`src/rtl/turn_controller.sv`:
```
// turn_controller: sequences one artillery turn per player
// (aim -> launch -> flight -> settle -> swap) and drives the bomb's launch inputs.
module turn_controller #(
    parameter int unsigned KEY_REPEAT    = 8,
    parameter int unsigned SETTLE_FRAMES = 30,
    parameter int unsigned MAX_FLIGHT    = 600,
    parameter int unsigned ANGLE_P0      = 6,
    parameter int unsigned ANGLE_P1      = 2,
    parameter int unsigned POWER_INIT    = 3
) (
    input  logic       clk,
    input  logic       reset,
    input  logic       frame_tick,
    input  logic       fire,
    input  logic       ang_up,
    input  logic       ang_dn,
    input  logic       pwr_up,
    input  logic       pwr_dn,
    input  logic       exploded,
    input  logic [9:0] tank0_x,
    input  logic [9:0] tank0_y,
    input  logic [9:0] tank1_x,
    input  logic [9:0] tank1_y,
    output logic       launch,
    output logic [9:0] launchX,
    output logic [9:0] launchY,
    output logic [3:0] angle,
    output logic [2:0] power,
    output logic       player,
    output logic [2:0] phase,
    output logic       timeout,
    output logic [7:0] turn_count
);

    localparam int unsigned RPT_W   = (KEY_REPEAT > 1) ? $clog2(KEY_REPEAT) : 1;
    localparam int unsigned FRM_LIM = (MAX_FLIGHT > SETTLE_FRAMES) ? MAX_FLIGHT : SETTLE_FRAMES;
    localparam int unsigned FRM_W   = $clog2(FRM_LIM + 1);
    localparam logic [3:0]  ANGLE_MAX = 4'd8;
    localparam logic [2:0]  POWER_MAX = 3'd7;

    typedef enum logic [2:0] {
        S_AIM    = 3'd0,
        S_LAUNCH = 3'd1,
        S_FLIGHT = 3'd2,
        S_SETTLE = 3'd3,
        S_SWAP   = 3'd4
    } state_t;

    state_t           r_state, w_state_nxt;
    logic             r_fire_prev;
    logic [RPT_W-1:0] r_ang_rpt, w_ang_rpt_nxt;
    logic [RPT_W-1:0] r_pwr_rpt, w_pwr_rpt_nxt;
    logic [FRM_W-1:0] r_frame_cnt, w_frame_cnt_nxt;
    logic             r_seen_low, w_seen_low_nxt;
    logic [3:0]       r_angle0, r_angle1, w_angle0_nxt, w_angle1_nxt;
    logic [2:0]       r_power0, r_power1, w_power0_nxt, w_power1_nxt;
    logic [3:0]       w_angle_act, w_angle_new;
    logic [2:0]       w_power_act, w_power_new;
    logic             r_player, w_player_nxt;
    logic [7:0]       r_turn_count, w_turn_count_nxt;
    logic             r_launch, w_launch_nxt;
    logic [9:0]       r_launch_x, r_launch_y, w_launch_x_nxt, w_launch_y_nxt;
    logic             r_timeout, w_timeout_nxt;
    logic             w_fire_edge, w_boom, w_ang_single, w_pwr_single;

    assign w_fire_edge  = fire & ~r_fire_prev;
    assign w_boom       = r_seen_low & exploded;
    assign w_ang_single = ang_up ^ ang_dn;
    assign w_pwr_single = pwr_up ^ pwr_dn;
    assign w_angle_act  = r_player ? r_angle1 : r_angle0;
    assign w_power_act  = r_player ? r_power1 : r_power0;

    assign launch     = r_launch;
    assign launchX    = r_launch_x;
    assign launchY    = r_launch_y;
    assign angle      = w_angle_act;
    assign power      = w_power_act;
    assign player     = r_player;
    assign phase      = r_state;
    assign timeout    = r_timeout;
    assign turn_count = r_turn_count;

    // State register
    always_ff @(posedge clk or posedge reset) begin
        if (reset) r_state <= S_AIM;
        else       r_state <= w_state_nxt;
    end

    // Next state, aim auto-repeat, flight/settle counting and turn bookkeeping
    always_comb begin
        w_state_nxt      = r_state;
        w_ang_rpt_nxt    = r_ang_rpt;
        w_pwr_rpt_nxt    = r_pwr_rpt;
        w_frame_cnt_nxt  = r_frame_cnt;
        w_seen_low_nxt   = r_seen_low;
        w_angle_new      = w_angle_act;
        w_power_new      = w_power_act;
        w_angle0_nxt     = r_angle0;
        w_angle1_nxt     = r_angle1;
        w_power0_nxt     = r_power0;
        w_power1_nxt     = r_power1;
        w_player_nxt     = r_player;
        w_turn_count_nxt = r_turn_count;
        w_launch_x_nxt   = r_launch_x;
        w_launch_y_nxt   = r_launch_y;
        w_timeout_nxt    = 1'b0;
        w_launch_nxt     = 1'b0;

        unique case (r_state)
            S_AIM: begin
                if (frame_tick) begin
                    if (w_ang_single) begin
                        if (r_ang_rpt == '0) begin
                            w_ang_rpt_nxt = RPT_W'(KEY_REPEAT - 1);
                            if (ang_up && (w_angle_act < ANGLE_MAX))
                                w_angle_new = w_angle_act + 4'd1;
                            else if (ang_dn && (w_angle_act != 4'd0))
                                w_angle_new = w_angle_act - 4'd1;
                        end else begin
                            w_ang_rpt_nxt = r_ang_rpt - RPT_W'(1);
                        end
                    end else begin
                        w_ang_rpt_nxt = '0;
                    end
                    if (w_pwr_single) begin
                        if (r_pwr_rpt == '0) begin
                            w_pwr_rpt_nxt = RPT_W'(KEY_REPEAT - 1);
                            if (pwr_up && (w_power_act < POWER_MAX))
                                w_power_new = w_power_act + 3'd1;
                            else if (pwr_dn && (w_power_act != 3'd0))
                                w_power_new = w_power_act - 3'd1;
                        end else begin
                            w_pwr_rpt_nxt = r_pwr_rpt - RPT_W'(1);
                        end
                    end else begin
                        w_pwr_rpt_nxt = '0;
                    end
                end
                if (w_fire_edge) begin
                    w_state_nxt    = S_LAUNCH;
                    w_launch_x_nxt = r_player ? tank1_x : tank0_x;
                    w_launch_y_nxt = r_player ? tank1_y : tank0_y;
                end
            end
            S_LAUNCH: begin
                // the bomb samples launch on this frame tick
                if (frame_tick) w_state_nxt = S_FLIGHT;
            end
            S_FLIGHT: begin
                if (!exploded) w_seen_low_nxt = 1'b1;
                if (w_boom) begin
                    w_state_nxt = S_SETTLE;
                end else if (frame_tick) begin
                    if (r_frame_cnt == FRM_W'(MAX_FLIGHT - 1)) begin
                        w_state_nxt   = S_SETTLE;
                        w_timeout_nxt = 1'b1;
                    end else begin
                        w_frame_cnt_nxt = r_frame_cnt + FRM_W'(1);
                    end
                end
            end
            S_SETTLE: begin
                if (frame_tick) begin
                    if (r_frame_cnt == FRM_W'(SETTLE_FRAMES - 1))
                        w_state_nxt = S_SWAP;
                    else
                        w_frame_cnt_nxt = r_frame_cnt + FRM_W'(1);
                end
            end
            S_SWAP: begin
                w_player_nxt     = ~r_player;
                w_turn_count_nxt = r_turn_count + 8'd1;
                w_state_nxt      = S_AIM;
            end
            default: w_state_nxt = S_AIM;
        endcase

        // only the active player's aim registers move
        if (r_player) begin
            w_angle1_nxt = w_angle_new;
            w_power1_nxt = w_power_new;
        end else begin
            w_angle0_nxt = w_angle_new;
            w_power0_nxt = w_power_new;
        end

        // every phase starts with fresh counters
        if (w_state_nxt != r_state) begin
            w_ang_rpt_nxt   = '0;
            w_pwr_rpt_nxt   = '0;
            w_frame_cnt_nxt = '0;
            w_seen_low_nxt  = 1'b0;
        end

        w_launch_nxt = (w_state_nxt == S_LAUNCH);
    end

    // Datapath registers
    always_ff @(posedge clk or posedge reset) begin
        if (reset) begin
            r_fire_prev  <= 1'b0;
            r_ang_rpt    <= '0;
            r_pwr_rpt    <= '0;
            r_frame_cnt  <= '0;
            r_seen_low   <= 1'b0;
            r_angle0     <= 4'(ANGLE_P0);
            r_angle1     <= 4'(ANGLE_P1);
            r_power0     <= 3'(POWER_INIT);
            r_power1     <= 3'(POWER_INIT);
            r_player     <= 1'b0;
            r_turn_count <= 8'd0;
            r_launch     <= 1'b0;
            r_launch_x   <= 10'd0;
            r_launch_y   <= 10'd0;
            r_timeout    <= 1'b0;
        end else begin
            r_fire_prev  <= fire;
            r_ang_rpt    <= w_ang_rpt_nxt;
            r_pwr_rpt    <= w_pwr_rpt_nxt;
            r_frame_cnt  <= w_frame_cnt_nxt;
            r_seen_low   <= w_seen_low_nxt;
            r_angle0     <= w_angle0_nxt;
            r_angle1     <= w_angle1_nxt;
            r_power0     <= w_power0_nxt;
            r_power1     <= w_power1_nxt;
            r_player     <= w_player_nxt;
            r_turn_count <= w_turn_count_nxt;
            r_launch     <= w_launch_nxt;
            r_launch_x   <= w_launch_x_nxt;
            r_launch_y   <= w_launch_y_nxt;
            r_timeout    <= w_timeout_nxt;
        end
    end

endmodule
```
`config.mk`:
```
export PLATFORM = sky130hd
export DESIGN_NAME = turn_controller
export DESIGN_NICKNAME = d
export VERILOG_FILES = /design/src/rtl/turn_controller.sv
export SDC_FILE = /design/constraint.sdc
export NUM_CORES = 1
export LEC_CHECK = 0
export ABC_AREA = 0
export CAP_MARGIN = 5
export CORE_UTILIZATION = 53
export CTS_CLUSTER_SIZE = 40
export DETAILED_ROUTE_END_ITERATION = 10
export MAX_ROUTING_LAYER = met4
export PLACE_DENSITY_LB_ADDON = 0.3
export SLEW_MARGIN = 20
export SYNTH_ARGS = -nofsm -noshare
export SYNTH_HDL_FRONTEND = slang
export SYNTH_SLANG_ARGS = --single-unit
```
`constraint.sdc`:
```
create_clock -name clk -period 5.21 [get_ports clk]
set_clock_uncertainty 0.1 [all_clocks]
set_input_delay 0.7815 -clock clk [delete_from_list [all_inputs] [get_ports clk]]
set_output_delay 0.7815 -clock clk [all_outputs]
set_load 0.05 [all_outputs]
```
### Yosys cells after proc, flatten, opt, wreduce, memory -nomap -nowiden

Cells that the tools add are included.

* register bits after elaboration: 66
* latch bits: 0
* memory bits (writable): 0
* ROM bits: 0
* input bits: 49
* output and inout port bits: 41
* logic and storage cells: 111
* memories kept: 0

* add/subtract/negate cells: 8
* multipliers: 0
* divide/modulo/power cells: 0
* order comparisons: 2
* equality and inequality tests: 14
* shift-type cells: 0
* multiplexer cells: 48
* bitwise operators: 6
* reductions and logical operators: 17

Operators by type and width (number)
* $mux W10: 8
* $mux W3: 24
* $mux W4: 7
* $pmux W10 S2: 1
* $ne A3 B3 Y1 const B: 5
* $pmux W3 S4: 1
* $add A10 B1 Y10 const B: 1
* $eq A10 B10 Y1 const B: 1
* $eq A10 B5 Y1 const B: 1
* $logic_not A3 Y1: 3
* $sub A3 B1 Y3 const B: 3
* $add A8 B1 Y8 const B: 1
* $mux W1: 7
* $eq A3 B1 Y1 const B: 2
* $eq A3 B2 Y1 const B: 2
* $reduce_and A2 Y1: 3
* $reduce_and A6 Y1: 1
* $reduce_bool A2 Y1: 3
* $reduce_bool A3 Y1: 2
* $add A4 B1 Y4 const B: 1
* $logic_and A1 B1 Y1: 4
* $lt A4 B4 Y1 const B: 1
* $reduce_bool A4 Y1: 1
* $sub A4 B1 Y4 const B: 1
* other kinds (8): 11

### Depth between registers and ports, before layout

* word-level depth: 9
* depth in mapped cells: 9
* mapped depth without buffers: 8

### Least setup slack after synthesis

No wires, ideal clock.

* path kind: input to register
* from: in frame_tick
* to: reg r_angle1[1]
* data arrival time: 2.437 ns
* required time: 5.025 ns
* path slack: 2.588 ns
* stages on the path: 6
* path buffers: 1
* path through: or4b_4 buf_6 or3_4 or2_4 nor2_2 mux2_1

* word-level cells in the longest chain between the ends: 2

RTL lines
* start: declaration: line 13 `input logic frame_tick,`
* $mux W4: line 111 `if (frame_tick) begin`
* $mux W4: line 109 `unique case (r_state)`
* end signal: assignment: line 207 `r_angle1 <= 4'(ANGLE_P1);`
* end signal: assignment: line 223 `r_angle1 <= w_angle1_nxt;`
* end: declaration: line 55 `logic [3:0] r_angle0, r_angle1, w_angle0_nxt, w_angle1_nxt;`

Every way passes these cells.
A chain may end at the register's enable or synchronous reset.

### Final worst setup path

* from: reg r_player (netlist: player)
* to: out power[1]

* word-level cells in the longest chain between the ends: 1

RTL lines
* start: declaration: line 59 `logic r_player, w_player_nxt;`
* start signal: assignment: line 226 `r_player <= w_player_nxt;`
* $mux W3: line 71 `assign w_power_act = r_player ? r_power1 : r_power0;`
* end: declaration: line 28 `output logic [2:0] power,`

Every way passes these cells.

==> impl_results.html <==
<table>
<tr><th>Metric</th><th>Value</th></tr>
<tr><th colspan="2">Timing</th></tr>
<tr><td>Peak Freq</td><td>279 MHz</td></tr>
<tr><td>Max-slew violations</td><td>0</td></tr>
<tr><td>Final worst-path setup slack</td><td>1.63 ns</td></tr>
<tr><td>Total negative slack for setup checks</td><td>0 ns</td></tr>
<tr><td>Max-slew headroom at the worst pin</td><td>33.8%</td></tr>
<tr><td>Hold Slack</td><td>0.368 ns</td></tr>
<tr><td>Setup repair after global routing missed its margin</td><td>false</td></tr>
<tr><td>Final min period</td><td>3.58 ns</td></tr>
<tr><td>Final hold violation count</td><td>0</td></tr>
<tr><td>Least-Margin Pin Slew</td><td>0.993 ns</td></tr>
<tr><td>Final-report setup violation count</td><td>0</td></tr>
<tr><td>Part of the cycle the worst path needs</td><td>68.8%</td></tr>
<tr><th colspan="2">Detailed routing</th></tr>
<tr><td>Avg WL per Cell</td><td>approximately 14 µm</td></tr>
<tr><td>Via count normalized by instance count</td><td>around 5.5</td></tr>
<tr><td>Total wire length after detailed routing</td><td>7580 µm</td></tr>
<tr><td>Highest metal used</td><td>met4</td></tr>
<tr><td>Met1 WL</td><td>between 3000 and 4000 µm</td></tr>
<tr><td>Vias after detailed routing</td><td>roughly 2900</td></tr>
<tr><td>Iteration count of the initial detailed-routing pass</td><td>4</td></tr>
<tr><td>DRT antenna net count</td><td>0</td></tr>
<tr><td>DRC violation count after routing</td><td>0</td></tr>
<tr><td>Drt initial violations</td><td>approximately 150</td></tr>
<tr><td>Met3 WL</td><td>roughly 310 µm</td></tr>
<tr><td>Met2 wirelength from detailed routing</td><td>3850 µm</td></tr>
<tr><th colspan="2">Worst setup path</th></tr>
<tr><td>Type of the worst setup path</td><td>reg -&gt; out</td></tr>
<tr><td>Top cell family by delay on the critical path</td><td>flip-flops</td></tr>
<tr><td>Critical path data required time</td><td>4.33 ns</td></tr>
<tr><td>CP endpoint kind</td><td>output port</td></tr>
<tr><td>Reg2reg setup slack</td><td>2.36 ns</td></tr>
<tr><td>Worst flop-to-flop path endpoint</td><td>r_angle0[1]</td></tr>
<tr><td>Cell Chain, Critical Path</td><td>mux2i_1, inv_1, clkdlybuf4s50_1</td></tr>
<tr><td>CP max FO</td><td>40</td></tr>
<tr><td>Number of buffers and inverters on the critical path</td><td>2</td></tr>
<tr><td>Arrival time at the worst endpoint</td><td>2.70 ns</td></tr>
<tr><td>Critical Path Source Type</td><td>flop</td></tr>
<tr><td>Cell with the largest stage delay on the worst path</td><td>dfrtp_2</td></tr>
<tr><td>Critical R2R Launch</td><td>player</td></tr>
<tr><td>Cells on worst reg2reg path</td><td>6</td></tr>
<tr><td>Delay of the slowest cell on the worst path</td><td>1.02 ns</td></tr>
<tr><th colspan="2">Die</th></tr>
<tr><td>Core footprint</td><td>6390 µm²</td></tr>
<tr><td>Die W</td><td>83.7 µm</td></tr>
<tr><td>IO Pins</td><td>90</td></tr>
<tr><td>Die Footprint</td><td>7000 µm²</td></tr>
<tr><td>Die Span Y</td><td>83.7 µm</td></tr>
<tr><td>Initial core utilization</td><td>55.3%</td></tr>
<tr><td>Number of core rows</td><td>29</td></tr>
<tr><th colspan="2">Placement</th></tr>
<tr><td>Half-perimeter wire length of the detailed placement result</td><td>5440 µm</td></tr>
<tr><td>Count of input and output buffers</td><td>89</td></tr>
<tr><td>Dpl cell area</td><td>4450 µm²</td></tr>
<tr><td>Placed cell count</td><td>just over 500</td></tr>
<tr><td>Weighted congestion at the end of routability-driven global placement</td><td>0.845</td></tr>
<tr><td>Post-placement worst setup slack</td><td>between 1.5 and 2 ns</td></tr>
<tr><th colspan="2">Yosys</th></tr>
<tr><td>Mean area per synthesized cell</td><td>9.79 µm²</td></tr>
<tr><td>Mux contribution to synthesized area</td><td>8.92%</td></tr>
<tr><td>Ys Warns</td><td>0</td></tr>
<tr><td>Post-synthesis compound-gate area fraction</td><td>12.8%</td></tr>
<tr><td>Post-Syn Area</td><td>about 3500 µm²</td></tr>
<tr><td>Gate count of the mapped netlist</td><td>361</td></tr>
<tr><td>Most used flip-flop cell after synthesis</td><td>dfrtp_1</td></tr>
<tr><td>Post-synthesis cell type count</td><td>52</td></tr>
<tr><td>Net count after synthesis</td><td>422</td></tr>
<tr><td>Top cell type by total area after synthesis</td><td>dfrtp_1</td></tr>
<tr><td>Synthesized-area fraction occupied by adder cells</td><td>4.25%</td></tr>
<tr><td>EDFF count, synth</td><td>0</td></tr>
<tr><td>Main combinational cell family by area after synthesis</td><td>simple AND/OR/NAND/NOR gates</td></tr>
<tr><td>Proportion of synthesized flip-flops having asynchronous set or reset</td><td>100%</td></tr>
<tr><td>Synth Register Bits</td><td>66</td></tr>
<tr><td>Post-synthesis xor/xnor area fraction</td><td>between 5 and 6%</td></tr>
<tr><td>Share of the synthesized area in the top cell type</td><td>41.8%</td></tr>
<tr><td>Sequential area share after synthesis</td><td>between 40% and 50%</td></tr>
<tr><td>Largest cells by area after synthesis</td><td>dfrtp_1, mux2i_1, dfstp_2, ha_1, nand2_1</td></tr>
<tr><td>Area share of and/or/nand/nor cells after synthesis</td><td>17.8%</td></tr>
<tr><th colspan="2">Cells and area</th></tr>
<tr><td>Fin area</td><td>4660 µm²</td></tr>
<tr><td>Share of cells above drive strength 1</td><td>8.22%</td></tr>
<tr><td>Filler-free cell count of the finished design</td><td>between 500 and 600</td></tr>
<tr><td>Antenna fix cells</td><td>0</td></tr>
<tr><td>Layout overhead on the synthesized area</td><td>31.9%</td></tr>
<tr><td>Filler cell count</td><td>about 460</td></tr>
<tr><td>Number of nets in the finished design</td><td>506</td></tr>
<tr><th colspan="2">Global route</th></tr>
<tr><td>Wire length of the first global-routing pass</td><td>12900 µm</td></tr>
<tr><td>Pin count of the biggest net entering global routing</td><td>61</td></tr>
<tr><td>Initial antenna violation count</td><td>0</td></tr>
<tr><td>Via count of the first global-routing pass</td><td>2884</td></tr>
<tr><td>Total global-route track usage</td><td>23.8%</td></tr>
<tr><td>Total grt overflow</td><td>0</td></tr>
<tr><th colspan="2">Clock tree</th></tr>
<tr><td>Source-to-sink clock delay at the later pin of the worst-skew pair</td><td>0.34 ns</td></tr>
<tr><td>Maximum count of clock buffers along a single path</td><td>2</td></tr>
<tr><td>Post-cts repair resize count</td><td>0</td></tr>
<tr><td>Root Driver</td><td>clkbuf_8</td></tr>
<tr><td>Hold buffer count at CTS</td><td>0</td></tr>
<tr><td>Post-CTS Setup Repair Bufs</td><td>0</td></tr>
<tr><td>Cts bufs inserted</td><td>9</td></tr>
<tr><td>Clock Sinks</td><td>between 60 and 70</td></tr>
<tr><td>CTS H-tree lvls</td><td>3</td></tr>
<tr><td>Clock-pin slew on the worst setup and hold paths</td><td>0.07 ns</td></tr>
<tr><td>Clock tree from TritonCTS</td><td>yes</td></tr>
<tr><th colspan="2">Worst hold path</th></tr>
<tr><td>Cells on Worst Hold Path</td><td>1</td></tr>
<tr><td>Class of the most critical hold timing path</td><td>reg -&gt; reg</td></tr>
<tr><td>Endpoint with the worst hold slack</td><td>r_angle1[0]</td></tr>
<tr><td>Hold_sp</td><td>r_angle1[0]</td></tr>
<tr><th colspan="2">Job</th></tr>
<tr><td>Number of maximum-capacitance constraint violations</td><td>0</td></tr>
<tr><th colspan="2">Power and ir drop</th></tr>
<tr><td>Peak supply drop</td><td>roughly 250 µV</td></tr>
<tr><td>P per Cell Area</td><td>approximately 340 nW/µm²</td></tr>
<tr><td>Static leakage</td><td>0.00199 µW</td></tr>
<tr><th colspan="2">Run status</th></tr>
<tr><td>Result of the run</td><td>finished, final reports clean</td></tr>
</table>
## synth_stat cells, types with 3 or more instances
master / n
a21oi_1: 17
a211oi_1: 6
nand4_1: 4
nand2_1: 40
nand3_1: 8
ha_1: 12
inv_2: 3
dfrtp_1: 59
and3_1: 4
o21ai_1: 11
buf_2: 6
xor2_1: 9
xnor2_1: 12
dfstp_2: 7
nand2b_1: 5
clkbuf_1: 9
nor3_1: 6
o31ai_1: 5
o22ai_1: 3
o21ai_0: 25
or3_1: 7
inv_1: 14
mux2i_1: 27
nor2_1: 24
## worst max path at each step
stage,start,endpoint,slack (ns),cells past startpoint
after CTS,player,power[1],1.62,3
after global placement,frame_tick,r_angle1[1],1.84,6
final,player,power[1],1.63,3
after detailed placement,frame_tick,r_angle1[1],1.80,6
after floorplan,frame_tick,r_angle1[1],2.59,6
after global routing,player,power[1],1.49,3
## layout make-up
cell class / count / area (µm²) / area share (%)
Sequential cell: 66 / 1660 / 35.7
Clock inverter: 3 / 46.3 / 0.993
Timing Repair Buffer: 90 / 898 / 19.3
Tap cell: 77 / 96.3 / 2.07
Clock buffer: 13 / 159 / 3.41
Multi-Input combinational cell: 261 / 1740 / 37.2
Inverter: 17 / 63.8 / 1.37
## routing by layer
metal / vias to the layer above / GRT usage, %
li1: 1444 / -
met1: 1378 / 27.6
met2: 69 / 40.4
met3: 17 / 4.45
met4: 0 / 10.8
met5: - / -
## registers in the layout (all words and copies together) (netlist names)
signal,count
launchX,10
launchY,10
r_frame_cnt,10
turn_count,8
r_angle0,4
r_angle1,4
phase,3
r_ang_rpt,3
r_power0,3
r_power1,3
r_pwr_rpt,3
launch,1
player,1
r_fire_prev,1
r_seen_low,1
timeout,1
## metrics by stage
stage	util (%)	total power, µW
after detailed placement	69.7	1170
final	73.0	1600
after floorplan	-	987
after global routing	73.0	1690
after CTS	72.9	1610
after global placement	69.7	1150
## cells by family (layout without fill, tap and decap cells)
logic type,Yosys count,in the layout
simple gates,120,120
compound gates,77,77
flops,66,66
buf+inv,34,123
mux,31,31
xor+xnor,21,21
fa+ha+maj,12,12
## placed cells by master (no fill, tap or decap), types with 4 or more instances in the layout
cell             Yosys  final
dfrtp_1             59     58
or3_1                7      7
clkbuf_8             0     11
nand2b_1             5      5
xnor2_1             12     12
nor2_1              24     24
inv_1               14     13
nand3_1              8      7
nand4_1              4      4
nand2_1             40     40
o31ai_1              5      5
nor3_1               6      6
mux2i_1             27     27
inv_2                3      4
xor2_1               9      9
ha_1                12     12
o21ai_0             25     25
clkdlybuf4s50_1      0     89
o21ai_1             11     11
a21oi_1             17     17
dfstp_2              7      7
a211oi_1             6      6
and3_1               4      4
## power by group
group / switching [µW] / internal, µW
sequential: 54.0 / 580
combinational: 334 / 193
clock: 192 / 249
total: 579 / 1020
Power figures use the tool's default switching activity.
